===== src/rtl/uart_rx_param_if.sv =====
// Character stream from uart_rx_param to its consumer.
// Handshake: a character moves when rx_valid && rx_ready on a rising clk edge;
// rx_data and the error flags stay stable while rx_valid && !rx_ready.
`timescale 1ns/1ps
interface uart_rx_param_if #(
    parameter int DATA_BITS = 8
);
    logic [DATA_BITS-1:0] rx_data;
    logic                 rx_valid;
    logic                 rx_ready;
    logic                 parity_err;
    logic                 frame_err;
    logic                 overrun;

    modport master (
        output rx_data, rx_valid, parity_err, frame_err, overrun,
        input  rx_ready
    );

    modport slave (
        input  rx_data, rx_valid, parity_err, frame_err, overrun,
        output rx_ready
    );
endinterface


===== src/rtl/uart_rx_param.sv =====
// Parametrised UART receiver: majority-vote sampling, false-start rejection, parity/framing flags.
// Define UART_RX_FIFO_EN to replace the single holding register with a FIFO_DEPTH-entry FIFO.
`timescale 1ns/1ps
module uart_rx_param #(
    parameter int CLK_HZ     = 50000000,
    parameter int BAUD       = 115200,
    parameter int DATA_BITS  = 8,
    parameter int PARITY     = 0,
    parameter int OVERSAMPLE = 16,
    parameter int FIFO_DEPTH = 4
) (
    input  logic                  clk,
    input  logic                  rst_n,
    input  logic                  rx,
    output logic                  busy,
    output logic [2:0]            dbg_state,
    uart_rx_param_if.master       stream
);
    localparam int TICK_DIV = (CLK_HZ + BAUD * OVERSAMPLE / 2) / (BAUD * OVERSAMPLE);
    localparam int DW       = (TICK_DIV > 1) ? $clog2(TICK_DIV) : 1;
    localparam int TW       = $clog2(OVERSAMPLE);
    localparam int BW       = $clog2(DATA_BITS + 1);

    localparam logic [DW-1:0] DIV_LAST  = DW'(TICK_DIV - 1);
    localparam logic [TW-1:0] T_A       = TW'(OVERSAMPLE / 2 - 1);
    localparam logic [TW-1:0] T_B       = TW'(OVERSAMPLE / 2);
    localparam logic [TW-1:0] T_V       = TW'(OVERSAMPLE / 2 + 1);
    localparam logic [TW-1:0] T_END     = TW'(OVERSAMPLE - 1);
    localparam logic [BW-1:0] BITS_LAST = BW'(DATA_BITS);

    typedef enum logic [2:0] {
        S_IDLE, S_START, S_DATA, S_PARITY, S_STOP, S_WAIT_HIGH
    } state_t;

    state_t               state, state_next;
    logic                 rx_meta, rxs;
    logic [DW-1:0]        div_cnt;
    logic [TW-1:0]        tick_cnt;
    logic                 tick, at_a, at_b, at_v, at_end;
    logic                 samp_a, samp_b, vote;
    logic [DATA_BITS-1:0] data_sr;
    logic [BW-1:0]        bit_cnt;
    logic                 par_bad, par_exp;
    logic                 start_det, shift_en, par_latch, complete, comp_ferr;
    logic                 pop;

    always_ff @(posedge clk or negedge rst_n) begin
        if (!rst_n) begin
            rx_meta <= 1'b1;
            rxs     <= 1'b1;
        end else begin
            rx_meta <= rx;
            rxs     <= rx_meta;
        end
    end

    // Counters sit at zero in IDLE, so the first tick period starts at start detection.
    always_ff @(posedge clk or negedge rst_n) begin
        if (!rst_n) begin
            div_cnt  <= '0;
            tick_cnt <= '0;
        end else if (state == S_IDLE) begin
            div_cnt  <= '0;
            tick_cnt <= '0;
        end else if (tick) begin
            div_cnt  <= '0;
            tick_cnt <= (tick_cnt == T_END) ? '0 : tick_cnt + 1'b1;
        end else begin
            div_cnt  <= div_cnt + 1'b1;
        end
    end

    assign tick   = (div_cnt == DIV_LAST);
    assign at_a   = tick && (tick_cnt == T_A);
    assign at_b   = tick && (tick_cnt == T_B);
    assign at_v   = tick && (tick_cnt == T_V);
    assign at_end = tick && (tick_cnt == T_END);
    assign vote   = (samp_a & samp_b) | (samp_a & rxs) | (samp_b & rxs);
    assign par_exp = (PARITY == 1) ? ~(^data_sr) : ^data_sr;

    always_ff @(posedge clk or negedge rst_n) begin
        if (!rst_n) state <= S_IDLE;
        else        state <= state_next;
    end

    always_comb begin
        state_next = state;
        start_det  = 1'b0;
        shift_en   = 1'b0;
        par_latch  = 1'b0;
        complete   = 1'b0;
        comp_ferr  = 1'b0;
        case (state)
            S_IDLE: begin
                if (!rxs) begin
                    state_next = S_START;
                    start_det  = 1'b1;
                end
            end
            S_START: begin
                if (at_v && vote) state_next = S_IDLE;
                else if (at_end)  state_next = S_DATA;
            end
            S_DATA: begin
                shift_en = at_v;
                if (at_end && (bit_cnt == BITS_LAST))
                    state_next = (PARITY != 0) ? S_PARITY : S_STOP;
            end
            S_PARITY: begin
                par_latch = at_v;
                if (at_end) state_next = S_STOP;
            end
            S_STOP: begin
                if (at_v) begin
                    complete   = 1'b1;
                    comp_ferr  = ~vote;
                    state_next = vote ? S_IDLE : S_WAIT_HIGH;
                end
            end
            S_WAIT_HIGH: begin
                if (rxs) state_next = S_IDLE;
            end
            default: state_next = S_IDLE;
        endcase
    end

    always_ff @(posedge clk or negedge rst_n) begin
        if (!rst_n) begin
            samp_a  <= 1'b1;
            samp_b  <= 1'b1;
            data_sr <= '0;
            bit_cnt <= '0;
            par_bad <= 1'b0;
        end else begin
            if (at_a) samp_a <= rxs;
            if (at_b) samp_b <= rxs;
            if (start_det) begin
                bit_cnt <= '0;
                par_bad <= 1'b0;
            end
            if (shift_en) begin
                data_sr <= {vote, data_sr[DATA_BITS-1:1]};
                bit_cnt <= bit_cnt + 1'b1;
            end
            if (par_latch) par_bad <= (vote != par_exp);
        end
    end

    assign busy      = (state != S_IDLE);
    assign dbg_state = state;
    assign pop       = stream.rx_valid && stream.rx_ready;

`ifdef UART_RX_FIFO_EN
    localparam int AW = (FIFO_DEPTH > 1) ? $clog2(FIFO_DEPTH) : 1;
    localparam int CW = AW + 1;

    logic [DATA_BITS+1:0] mem [FIFO_DEPTH];
    logic [AW-1:0]        wr_ptr, rd_ptr;
    logic [CW-1:0]        count;
    logic                 full, empty, wr;

    assign full  = (count == CW'(FIFO_DEPTH));
    assign empty = (count == '0);
    // A pop in the same cycle frees the slot, so the write into a full FIFO still lands.
    assign wr    = complete && (!full || pop);

    always_ff @(posedge clk) begin
        if (wr) mem[wr_ptr] <= {par_bad, comp_ferr, data_sr};
    end

    always_ff @(posedge clk or negedge rst_n) begin
        if (!rst_n) begin
            wr_ptr         <= '0;
            rd_ptr         <= '0;
            count          <= '0;
            stream.overrun <= 1'b0;
        end else begin
            if (wr)  wr_ptr <= (wr_ptr == AW'(FIFO_DEPTH - 1)) ? '0 : wr_ptr + 1'b1;
            if (pop) rd_ptr <= (rd_ptr == AW'(FIFO_DEPTH - 1)) ? '0 : rd_ptr + 1'b1;
            count          <= count + CW'(wr) - CW'(pop);
            stream.overrun <= complete && full && !pop;
        end
    end

    assign stream.rx_valid = !empty;
    assign {stream.parity_err, stream.frame_err, stream.rx_data} = empty ? '0 : mem[rd_ptr];
`else
    always_ff @(posedge clk or negedge rst_n) begin
        if (!rst_n) begin
            stream.rx_data    <= '0;
            stream.rx_valid   <= 1'b0;
            stream.parity_err <= 1'b0;
            stream.frame_err  <= 1'b0;
            stream.overrun    <= 1'b0;
        end else begin
            stream.overrun <= complete && stream.rx_valid && !pop;
            if (complete && (!stream.rx_valid || pop)) begin
                stream.rx_data    <= data_sr;
                stream.parity_err <= par_bad;
                stream.frame_err  <= comp_ferr;
                stream.rx_valid   <= 1'b1;
            end else if (pop) begin
                stream.rx_valid   <= 1'b0;
            end
        end
    end
`endif
endmodule

===== src/flat_wrapper.sv =====
// flat-port wrapper written by rule: the top's interface ports become plain ports
module uart_rx_param_flat 
#(
    parameter int CLK_HZ     = 50000000,
    parameter int BAUD       = 115200,
    parameter int DATA_BITS  = 8,
    parameter int PARITY     = 0,
    parameter int OVERSAMPLE = 16,
    parameter int FIFO_DEPTH = 4
)
  (clk, rst_n, rx, busy, dbg_state, stream_rx_data, stream_rx_valid, stream_parity_err, stream_frame_err, stream_overrun, stream_rx_ready);
  uart_rx_param_if #(.DATA_BITS(DATA_BITS)) stream_i ();
  input  logic clk;
  input  logic rst_n;
  input  logic rx;
  output logic busy;
  output logic [2:0] dbg_state;
  output wire logic [$bits(stream_i.rx_data)-1:0] stream_rx_data;
  output wire logic [$bits(stream_i.rx_valid)-1:0] stream_rx_valid;
  output wire logic [$bits(stream_i.parity_err)-1:0] stream_parity_err;
  output wire logic [$bits(stream_i.frame_err)-1:0] stream_frame_err;
  output wire logic [$bits(stream_i.overrun)-1:0] stream_overrun;
  input wire logic [$bits(stream_i.rx_ready)-1:0] stream_rx_ready;
  assign stream_rx_data = stream_i.rx_data;
  assign stream_rx_valid = stream_i.rx_valid;
  assign stream_parity_err = stream_i.parity_err;
  assign stream_frame_err = stream_i.frame_err;
  assign stream_overrun = stream_i.overrun;
  assign stream_i.rx_ready = stream_rx_ready;
  uart_rx_param #(.CLK_HZ(CLK_HZ), .BAUD(BAUD), .DATA_BITS(DATA_BITS), .PARITY(PARITY), .OVERSAMPLE(OVERSAMPLE), .FIFO_DEPTH(FIFO_DEPTH)) u_core (.clk(clk), .rst_n(rst_n), .rx(rx), .busy(busy), .dbg_state(dbg_state), .stream(stream_i));
endmodule

===== config.mk =====
export PLATFORM = sky130hd
export DESIGN_NAME = uart_rx_param_flat
export DESIGN_NICKNAME = d
export VERILOG_FILES = /design/src/rtl/uart_rx_param_if.sv /design/src/rtl/uart_rx_param.sv /design/src/flat_wrapper.sv
export SDC_FILE = /design/constraint.sdc
export NUM_CORES = 1
export LEC_CHECK = 0
export CAP_MARGIN = 20
export CELL_PAD_IN_SITES_DETAIL_PLACEMENT = 2
export CELL_PAD_IN_SITES_GLOBAL_PLACEMENT = 2
export CORE_ASPECT_RATIO = 1.5
export CORE_MARGIN = 3
export CORE_UTILIZATION = 38
export DETAILED_ROUTE_END_ITERATION = 10
export GPL_TIMING_DRIVEN = 0
export PLACE_DENSITY_LB_ADDON = 0.15
export SLEW_MARGIN = 20
export SYNTH_ARGS = -nofsm -noshare
export SYNTH_HDL_FRONTEND = slang
export SYNTH_SLANG_ARGS = --single-unit

===== constraint.sdc =====
create_clock -name clk -period 1.9 [get_ports clk]
set_input_delay 0.57 -clock clk [delete_from_list [all_inputs] [get_ports clk]]
set_output_delay 0.57 -clock clk [all_outputs]
set_load 0.01 [all_outputs]

# == Yosys cells after proc, flatten, opt, wreduce, memory -nomap -nowiden ==
# Index checks and enable logic that the tools add are counted.
# classes
n_bitwise,6
reduce_logical,21
n_mux,28
n_eq_ne,18
addsub,3
# ops
cell,n
3-bit two-way mux,8
4-bit two-way mux,5
3-bit case mux with 6 select lines,1
"4-bit equality test, second input constant",4
1-bit two-way mux,12
1-bit logical AND,10
5-bit two-way mux,2
"4-bit by 1-bit adder with 4-bit output, second input constant",2
"2-bit by 1-bit inequality test with 1-bit output, second input constant",4
2-bit nonzero test,4
8-bit parity,1
"3-bit by 2-bit equality test with 1-bit output, second input constant",2
"3-bit equality test, second input constant",2
6-bit AND reduction,1
"5-bit by 1-bit adder with 5-bit output, second input constant",1
"5-bit equality test, second input constant",1
"4-bit by 3-bit equality test with 1-bit output, second input constant",1
1-bit AND,3
"3-bit by 1-bit equality test with 1-bit output, second input constant",1
3-bit zero test,1
"3-bit by 1-bit inequality test with 1-bit output, second input constant",1
3-bit nonzero test,1
1-bit zero test,2
"2-bit inequality test, second input constant",1
other kinds (4),5
# totals
input_bits,4
register_bits,41
wordCells,91

# == Logic depth before layout (Yosys ltp) ==
# depth
ltp_word,6
mapped_depth,7
ltp_nobuf,6

# == Least setup slack after synthesis ==
# No wires, ideal clock.
# synth_timing
kind,reg2reg
start,reg u_core.div_cnt[0]
end,reg u_core.stream.frame_err
stages_incl_launch_ff,8
path_slack_ps,161
setup_ps,125
path_buffers,1
t_arrival_ps,1614
required_ps,1775
period_less_slack_ps,1739
cell_sequence,dfrtp_1 -> inv_1 -> ha_1 -> and4b_2 -> nand3_2 -> nor3b_2 -> buf_4 -> mux2_2
# synth_between
elab_chain_len,5
word_cells_on_any_way,7
classes_between,eq/ne (1); mux (4); reduce/logical (2)
# synth_rtl
item,line_no,text
from (decl),uart_rx_param.sv:37,logic [DW-1:0] div_cnt;
from (signal assigned),uart_rx_param.sv:69,div_cnt <= div_cnt + 1'b1;
5-bit equality test *,uart_rx_param.sv:73,assign tick = (div_cnt == DIV_LAST);
1-bit logical AND *,uart_rx_param.sv:76,assign at_v = tick && (tick_cnt == T_V);
1-bit two-way mux,uart_rx_param.sv:114,if (at_v) begin
1-bit two-way mux,uart_rx_param.sv:93,case (state)
1-bit logical AND,uart_rx_param.sv:197,if (complete && (!stream.rx_valid || pop)) begin
to (signal assigned),uart_rx_param.sv:200,stream.frame_err <= comp_ferr;
to (decl),uart_rx_param_if.sv:16,"output rx_data, rx_valid, parity_err, frame_err, overrun,"
# Mark *: on every way between the ends. The rest lies on a longest branch, timed or not.
# A chain may end at the register's enable or synchronous reset.

# == Final worst setup path ==
# layout_timing
start,reg u_core.div_cnt[0]
end,reg u_core.stream.rx_data[1]
# layout_between
elab_chain_len,5
# layout_rtl
item,line_no,text
5-bit equality test,uart_rx_param.sv:73,
1-bit logical AND,uart_rx_param.sv:76,
1-bit two-way mux,uart_rx_param.sv:114,
1-bit two-way mux,uart_rx_param.sv:93,
1-bit logical AND,uart_rx_param.sv:197,
to (signal assigned),uart_rx_param.sv:198,stream.rx_data <= data_sr;
to (decl),uart_rx_param_if.sv:16,
# No other way between the ends.

==> impl_results.md <==
* Reg-to-Reg End: u_core.stream.rx_data[1]$_DFFE_PN0P_
* Synthesized area at 2030 sq um
* Clk slew on worst S/H paths at 80 ps
* Max-slew violations at 0
* Sequential fraction of the synthesis area at 50.8%
* Chip height at 95.5 microns
* WL final at 5160 microns
* Worst Hold Class: input pin to async pin
* Netlist cell types at 42
* Yosys warns at 0
* Drt pass-1 iters at 2
* Most used flip-flop cell after synthesis: dfrtp_1
* Pwr/cell area at 629 nW/um^2
* Top-count cell post-synth: dfrtp_1
* Sink Count at 41
* FF+latch count, synth at 41
* Drt wl/cell at 18.2 microns
* Worst skew pair latency at 290 ps
* Die Area at 6270 sq um
* Placed Area at 2320 sq um
* Slew @ Worst Pin at 372 ps
* Largest cells by area after synthesis: dfrtp_1 46%, mux2_2 11%, dfstp_2 5.2%
* Top-area cell type share of the netlist area at 45.6%
* Post-route antenna net violation count at 0
* First-pass GRT wire length at 8270 microns
* Fraction of registers with async set/reset at 100%
* Die extent in x at 65.7 microns
* RSZ-0062 raised after global routing: yes
* Sum of routed wire segments on met1 at 1980 microns
* Max cap viols at 0
* Initial Utilization at 39.3%
* Post-Place Worst Slack at -249 ps
* Largest net degree at the start of global routing at 35
* Tmin final at 1940 ps
* Fmax at 516 MHz
* Worst EP required at 2080 ps
* Crit. End Element: register
* Placed cell count at 264
* CP Launch Type: register
* Setup slack, reg-to-reg at -40 ps
* Worst slew margin at 75.0%
* WP data arrival at 2120 ps
* Final std cells w/o fill at 283
* Met2 wire length at 2990 microns
* Leak pwr at 1.18 nW
* Post-synth top cells: 37 x dfrtp_1, 19 x mux2_2, 14 x nand2_1
* DP HPWL at 3600 microns
* Maximum clock insertion buffer count at 2
* WS Path Type: register to register
* Gr usage total at 17.7%
* DRC viols at 0
* Worst reg2reg path startpoint: u_core.div_cnt[0]$_DFF_PN0_
* Num rows at 32
* Vias at 1463
* Failing checks: negative setup slack
* Number of global-route vias before repair at 1672
* Top sig layer: met4
* Routability cong. at 0.760
* Post-route clock period utilization at 102%
* Peak supply drop at 0.506 mV
* Global route overflow at 0
* Syn nets at 187
* Worst setup margin at -39.4 ps
* Number of CTS-inserted buffers at 5
* PortBufs at 19
* Mapped Cells at 176
* Iteration-0 DRC Markers at 18
* Worst Path Max Fanout at 5
* Worst Skew at 6.49 ps
* Vias/cell at 5.17
* Io pins at 20
* Area Overhead vs Synth at 28.5%
* Status: finished with violations
* Initial antenna violation count at 0
* Clock root buffer master: clkbuf_8
* Fin area at 2610 sq um
* Post-synth EDFFs at 0
* Metal3 WL at 120 microns
* Ant. Diodes at 0
* Area of the core at 5160 sq um
* Clock tree from TritonCTS: built
* Cell count of the worst reg-to-reg path at 7
* Hold Slack at 122 ps
* Area leader, netlist: dfrtp_1
* Post-synthesis average cell area at 11.5 sq um
* Final hold viol count at 0
* Nets at 225
* Share of layout cells above drive strength 1 at 29.3%
* Final setup viols at 10
* CTS H-Tree Depth at 2
-- worst max-delay path: stages, from the launching register on --
cell and delay, ps:
dfrtp_1 400, inv_2 80, ha_4 130, and4b_2 300, nand3_4 100, nor3b_4 300, buf_6 180, mux2_2 330
-- flip-flops by register name, summed over array words and instances, names as in the netlist --
name / count
u_core.stream.overrun: 1
u_core.samp_b: 1
u_core.data_sr: 8
u_core.dbg_state: 3
u_core.stream.parity_err: 1
u_core.rxs: 1
u_core.bit_cnt: 4
u_core.stream.rx_data: 8
u_core.rx_meta: 1
u_core.par_bad: 1
u_core.stream.frame_err: 1
u_core.tick_cnt: 4
u_core.div_cnt: 5
u_core.stream.rx_valid: 1
u_core.samp_a: 1
-- how the worst max path moves through the flow --
stage / startpoint / end / cells past startpoint
after detailed placement: u_core.dbg_state[1]$_DFFE_PN0P_ / busy / 4
after global placement: rst_n / u_core.stream.rx_data[5]$_DFFE_PN0P_ / 1
after global routing: u_core.div_cnt[0]$_DFF_PN0_ / u_core.stream.rx_data[5]$_DFFE_PN0P_ / 7
after floorplan: u_core.div_cnt[0]$_DFF_PN0_ / u_core.stream.frame_err$_DFFE_PN0P_ / 7
final: u_core.div_cnt[0]$_DFF_PN0_ / u_core.stream.rx_data[1]$_DFFE_PN0P_ / 7
after CTS: u_core.div_cnt[0]$_DFF_PN0_ / u_core.stream.rx_data[5]$_DFFE_PN0P_ / 7
-- where the power goes --
group          switching [W]  internal (W)
clock network       0.000305      0.000429
logic              0.0000183    0.00000955
registers         0.00000316      0.000876
-- what timing repair did --
item / CTS / global route
pin swaps: 3 / 2
hold buffers: 0 / 0
setup buffers: 6 / 6
cloned: 1 / 0
gates resized for setup: 21 / 7
setup endpoints to repair: 13 / 16
-- area by class of cell --
cell class	count	area (sq um)
fillers	512	2560
repair buffers	33	304
clock inverters	1	30.0
plain buffers	5	52.6
well taps	68	85.1
clock buffers	7	86.3
multi-input cells	116	975
inverters	12	45.0
flip-flops and latches	41	1030
-- cell families after synthesis --
group                      count (synthesis)  share of synthesized area (%)
and+or+nand+nor                           55                           15.7
DFF                                       41                           50.8
muxes                                     22                           12.0
AOI/OAI and AO/OA                         19                           6.10
buffers and inverters                     19                           4.74
xor gates and xnor gates                  12                           5.85
adders and majority gates                  8                           4.81
-- metal layers --
| layer | global-route usage [%] | up-vias |
|---|---|---|
| li1 | - | 681 |
| met1 | 18.7 | 761 |
| met2 | 33.7 | 15 |
| met3 | 3.30 | 6 |
| met4 | 6.75 | 0 |
| met5 | 0 | - |
-- placed cells by master, fill, tap and decap left out, types with 2 or more instances in the layout --
cell,count
a21oi_1,4
xnor2_1,7
clkbuf_8,6
dfrtp_1,37
clkdlybuf4s50_1,16
mux2_2,13
inv_2,2
dfstp_2,4
and3_1,2
nand4b_1,3
mux2i_1,3
buf_6,5
nand2b_1,2
inv_1,10
o21ai_0,6
nor2_1,10
nand3_1,10
mux2_4,6
nand2_1,14
xor2_1,4
ha_1,5
buf_4,13
buf_2,2
o22ai_1,2
-- metrics by stage --
step / setup TNS [ps] / utilization [%] / total power (W)
floorplan: 0 / - / 0.000897
global placement: -30350 / 44.6 / 0.000921
detailed placement: -1810 / 44.9 / 0.000926
CTS: -934 / 49.2 / 0.00166
global route: -940 / 50.5 / 0.00169
finish: -309 / 50.5 / 0.00164
No activity file was read; power rests on OpenSTA's default activity.
